===== config.mk =====
export PLATFORM = sky130hd
export DESIGN_NAME = mem_wb_regfile
export DESIGN_NICKNAME = d
export VERILOG_FILES = /design/src/rtl/mem_wb_regfile_pkg.sv /design/src/rtl/mem_wb_regfile_regfile.sv /design/src/rtl/mem_wb_regfile.sv
export SDC_FILE = /design/constraint.sdc
export NUM_CORES = 2
export LEC_CHECK = 0
export BUFFER_PORTS_ARGS = -buffer_cell sky130_fd_sc_hd__buf_2
export CAP_MARGIN = 20
export CORE_MARGIN = 8
export CORE_UTILIZATION = 50
export DETAILED_ROUTE_END_ITERATION = 6
export GPL_ROUTABILITY_DRIVEN = 0
export MAX_ROUTING_LAYER = met4
export PLACE_DENSITY = 0.66
export REMOVE_ABC_BUFFERS = 1
export SLEW_MARGIN = 5
export SYNTH_ARGS = -nofsm -noshare
export SYNTH_HDL_FRONTEND = slang
export SYNTH_SLANG_ARGS = --single-unit

===== constraint.sdc =====
create_clock -name clk -period 3.6 [get_ports clk]
set_clock_uncertainty 0.15 [all_clocks]
set_input_delay 0.36 -clock clk [delete_from_list [all_inputs] [get_ports clk]]
set_output_delay 0.36 -clock clk [all_outputs]
set_load 0.02 [all_outputs]

===== src/rtl/mem_wb_regfile_pkg.sv =====
// Shared register-file constants and encodings for the MEM/WB stage and GPR file.
package mem_wb_regfile_pkg;

  localparam int RegDataW = 32;
  localparam int RegAddrW = 5;
  localparam int RegNum   = 32;

  typedef logic [RegAddrW-1:0] RegAddrBus;
  typedef logic [RegDataW-1:0] RegBus;

  localparam RegBus     ZeroWord     = '0;
  localparam RegAddrBus NOPRegAddr   = '0;
  localparam logic      WriteEnable  = 1'b1;
  localparam logic      WriteDisable = 1'b0;
  localparam logic      ReadEnable   = 1'b1;
  localparam logic      ReadDisable  = 1'b0;
  localparam logic      Stop         = 1'b1;
  localparam logic      NoStop       = 1'b0;

endpackage


===== src/rtl/mem_wb_regfile_regfile.sv =====
// GPR file: r0 hard-wired to zero, one write port, two combinational read ports.
// Latency: write lands at the next edge; reads are combinational with bypass of the pending write.
// Backpressure: none; the write port is always accepted.
module regfile
  import mem_wb_regfile_pkg::*;
#(
  parameter int DATA_W   = RegDataW,
  parameter int ADDR_W   = RegAddrW,
  parameter int NUM_REGS = RegNum
) (
  input  logic              clk,
  input  logic              rst,
  input  logic              we,
  input  logic [ADDR_W-1:0] waddr,
  input  logic [DATA_W-1:0] wdata,
  input  logic              re1,
  input  logic [ADDR_W-1:0] raddr1,
  output logic [DATA_W-1:0] rdata1,
  input  logic              re2,
  input  logic [ADDR_W-1:0] raddr2,
  output logic [DATA_W-1:0] rdata2
);

  logic [DATA_W-1:0] regs [NUM_REGS];

  always_ff @(posedge clk or negedge rst) begin
    if (!rst) begin
      for (int i = 0; i < NUM_REGS; i++) regs[i] <= '0;
    end else if (we == WriteEnable && waddr != NOPRegAddr) begin
      regs[waddr] <= wdata;
    end
  end

  // Bypass lets decode see a WB result one cycle before it lands in the array.
  always_comb begin
    rdata1 = '0;
    if (!rst || re1 == ReadDisable || raddr1 == NOPRegAddr) rdata1 = '0;
    else if (raddr1 == waddr && we == WriteEnable)          rdata1 = wdata;
    else                                                    rdata1 = regs[raddr1];
  end

  always_comb begin
    rdata2 = '0;
    if (!rst || re2 == ReadDisable || raddr2 == NOPRegAddr) rdata2 = '0;
    else if (raddr2 == waddr && we == WriteEnable)          rdata2 = wdata;
    else                                                    rdata2 = regs[raddr2];
  end

endmodule


===== src/rtl/mem_wb_regfile.sv =====
// MEM/WB pipeline register feeding the GPR file, with stall/flush priority.
// Latency: MEM triple appears on wb_* one edge later and commits to the GPRs one edge after that.
// Backpressure: wb_stall holds the WB triple; mem_stall alone inserts a bubble; flush always bubbles.
module mem_wb_regfile
  import mem_wb_regfile_pkg::*;
#(
  parameter int DATA_W   = RegDataW,
  parameter int ADDR_W   = RegAddrW,
  parameter int NUM_REGS = RegNum
) (
  input  logic              clk,
  input  logic              rst,
  input  logic [ADDR_W-1:0] mem_wd,
  input  logic              mem_wreg,
  input  logic [DATA_W-1:0] mem_wdata,
  input  logic              mem_stall,
  input  logic              wb_stall,
  input  logic              flush,
  output logic [ADDR_W-1:0] wb_wd,
  output logic              wb_wreg,
  output logic [DATA_W-1:0] wb_wdata,
  input  logic              re1,
  input  logic [ADDR_W-1:0] raddr1,
  output logic [DATA_W-1:0] rdata1,
  input  logic              re2,
  input  logic [ADDR_W-1:0] raddr2,
  output logic [DATA_W-1:0] rdata2
);

  // flush wins over a WB hold so a redirect never lets a stale write survive.
  always_ff @(posedge clk or negedge rst) begin
    if (!rst) begin
      wb_wd    <= '0;
      wb_wreg  <= WriteDisable;
      wb_wdata <= '0;
    end else if (flush || (mem_stall == Stop && wb_stall == NoStop)) begin
      wb_wd    <= '0;
      wb_wreg  <= WriteDisable;
      wb_wdata <= '0;
    end else if (wb_stall == NoStop) begin
      wb_wd    <= mem_wd;
      wb_wreg  <= mem_wreg;
      wb_wdata <= mem_wdata;
    end
  end

  regfile #(
    .DATA_W  (DATA_W),
    .ADDR_W  (ADDR_W),
    .NUM_REGS(NUM_REGS)
  ) u_regfile (
    .clk   (clk),
    .rst   (rst),
    .we    (wb_wreg),
    .waddr (wb_wd),
    .wdata (wb_wdata),
    .re1   (re1),
    .raddr1(raddr1),
    .rdata1(rdata1),
    .re2   (re2),
    .raddr2(raddr2),
    .rdata2(rdata2)
  );

endmodule


==> flow_metrics.env <==
export IMPL_mostFrequentLayoutCells="mux2_2 (1100), dfrtp_1 (1059), mux4_2 (341)"
export IMPL_rrSetupSlack_ps=540
export IMPL_drc=0
export IMPL_postSynthAreaPerCell_um2=14.0
export IMPL_finalSetupViolCount=1
export IMPL_grt_start_max_net_pins=178
export IMPL_overflow=0
export IMPL_synth_seq_cells=1062
export IMPL_clkTransAtPathRegs_ps=60
export IMPL_worstSkewPairLatency_ps=730
export IMPL_nNetsFinal=4200
export IMPL_crit_fanout=14
export IMPL_dp_hpwl_um=117000
export IMPL_placed_cells=5480
export IMPL_pwr_density_cell_mw_per_mm2=420
export IMPL_die_area_mm2=0.124
export IMPL_post_route_util_pct=57.4
export IMPL_fillerInstances=9148
export IMPL_hold_worst_slack_ps=14.9
export IMPL_cts_root_buf="clkbuf_16"
export IMPL_ys_flop_type="dfrtp_1"
export IMPL_die_w_um=352
export IMPL_antenna_found_initial=6
export IMPL_synth_cell_types=52
export IMPL_final_area_mm2=0.0645
export IMPL_rows=123
export IMPL_cts_htree_levels=3
export IMPL_start_util_pct=50.4
export IMPL_grt_util_all_layers_pct=31.1
export IMPL_pin_count=157
export IMPL_max_freq_ghz=0.274
export IMPL_layout_cells_non_filler=5746
export IMPL_required_ps=3090
export IMPL_async_reset_ff_share_pct=100
export IMPL_finalSetupTns_ps=-48.0
export IMPL_place_area_mm2=0.0600
export IMPL_finalCriticalPeriod_ps=3650
export IMPL_cts_tree="yes"
export IMPL_ant_nets=0
export IMPL_hold_path_class="in -> reg"
export IMPL_synthToLayoutAreaGrowth_pct=14.0
export IMPL_port_buffers=156
export IMPL_failed_checks="negative setup slack"
export IMPL_drt_wl_total_um=191000
export IMPL_ys_seq_area_share_pct=47.0
export IMPL_ys_warnings_count=0
export IMPL_num_vias=38992
export IMPL_drt_first_pass_iters=5
export IMPL_coreArea_mm2=0.112
export IMPL_synth_edf_count=0
export IMPL_leakagePower_nw=30.4
export IMPL_rsz0062_at_grt="no"
export IMPL_clockBufferDepth=3
export IMPL_fp_dieH_um=352
export IMPL_grt_pass1_wl_um=281000
export IMPL_viasPerCell=6.79
export IMPL_drt_initial_drc_count=3862
export IMPL_dpl_worst_slack_ps=216
export IMPL_grt_pass1_vias=39505
export IMPL_setup_ws_ps=-48.0
export IMPL_hold_violations=0
export IMPL_vdd_ir_drop_max_mv=0.390
export IMPL_syn_cell_area_mm2=0.0566
export IMPL_wl_per_cell_um=33.2
export IMPL_design_power_total_mw=27.1
export IMPL_final_common_cell="mux2_2"
export IMPL_maxCapViolCount=0
export IMPL_fin_crit_sh_pct=101
export IMPL_end_kind="output port"
export IMPL_crit_path_start_kind="register"
export IMPL_crit_arrival_ps=3140
export IMPL_drv_slew=0
export IMPL_numCtsBuffers=116
export IMPL_drive_gt1_share_pct=49.3
export IMPL_cts_sinks=1062
export IMPL_syn_inst=4043
export IMPL_crit_type="reg -> out"
export IMPL_worstMarginPinSlew_ps=1080
export IMPL_outcome="complete, but fails checks"
export IMPL_slew_limit_headroom_pct=27.9
layout make-up:
type	count	area, um^2	share of cell area (%)
clock inverter	36	457	0.708
multi-input combinational	2520	28200	43.8
sequential	1062	26600	41.2
clock buffer	178	3500	5.42
tap	1500	1880	2.91
timing repair buffer	442	3830	5.93
inverter	3	13.8	0.0213
antenna	5	12.5	0.0194
where the power goes:
part | internal (mW) | leakage (nW) | switching, mW
Combinational | 0.898 | 13.7 | 1.53
Sequential | 12.1 | 14.8 | 0.192
Clock | 7.24 | 1.96 | 5.11
worst paths after layout:
check                                startpoint                   end  cells past startpoint
max                                    wb_wd[1]            rdata1[21]                      8
min                                       flush          wb_wdata[15]                      3
max reg2reg                            wb_wd[4]   u_regfile.regs[640]                      5
min reg2reg                u_regfile.regs[1005]  u_regfile.regs[1005]                      0
max in group asynchronous                   rst    u_regfile.regs[32]                      4
min in group asynchronous                   rst   u_regfile.regs[469]                      3
critical path, stage by stage (launching register included):
cell and delay [ps]:
dfrtp_1 480, buf_4 300, xnor2_1 100, nand4_1 130
nor2_1 90, nor2_4 360, buf_4 440, a32o_1 300
buf_2 190
logic make-up (layout without fill, tap and decap cells):
family,count (synthesis),count (layout),synth area share [%]
compound gates,467,467,5.97
xor+xnor,10,10,0.155
buf+inv,461,659,3.61
flops,1062,1062,47.0
mux,1737,1737,40.9
other cells,0,5,0
simple gates,306,306,2.41
per-layer routing:
metal | up-vias | global-route usage (%) | wire length (um)
li1 | 15721 | - | -
met1 | 20835 | 43.0 | 80100
met2 | 1984 | 45.4 | 85600
met3 | 452 | 6.37 | 17000
met4 | 0 | 11.7 | 8030
met5 | - | - | 0
timing repair:
action | CTS | global route
endpoints found under the setup margin | 60 | 2
hold buffers | 40 | 0
gates resized for setup | 8 | 4
pin swaps | 1 | 0
hold endpoints to repair | 325 | 0
setup buffers | 6 | 0
gates cloned | 0 | 0
cells in the mapped netlist (all sizes together) (6+ instances only):
| cell type | instances | area [um^2] |
|---|---|---|
| a311oi | 12 | 105 |
| a22o | 69 | 604 |
| nand4 | 21 | 131 |
| o21ai | 66 | 330 |
| nor2b | 12 | 75.1 |
| nand3 | 28 | 145 |
| a221o | 10 | 100 |
| o22a | 18 | 158 |
| clkbuf | 233 | 875 |
| xnor2 | 6 | 52.6 |
| nor2 | 72 | 270 |
| a22oi | 49 | 368 |
| mux2i | 280 | 2800 |
| mux2 | 1110 | 12500 |
| a2111oi | 12 | 128 |
| o221ai | 71 | 622 |
| dfrtp | 1062 | 26600 |
| nand2b | 6 | 37.5 |
| nand2 | 143 | 537 |
| a31oi | 8 | 50.1 |
| buf | 225 | 1160 |
| a32o | 11 | 110 |
| mux4 | 347 | 7840 |
| a21oi | 70 | 350 |
| o22ai | 65 | 407 |
registers in the layout, indices dropped and copies added, names as in the netlist:
signal,flops
u_regfile.regs,1024
wb_wdata,32
wb_wd,5
wb_wreg,1
Power figures use the tool's default switching activity.
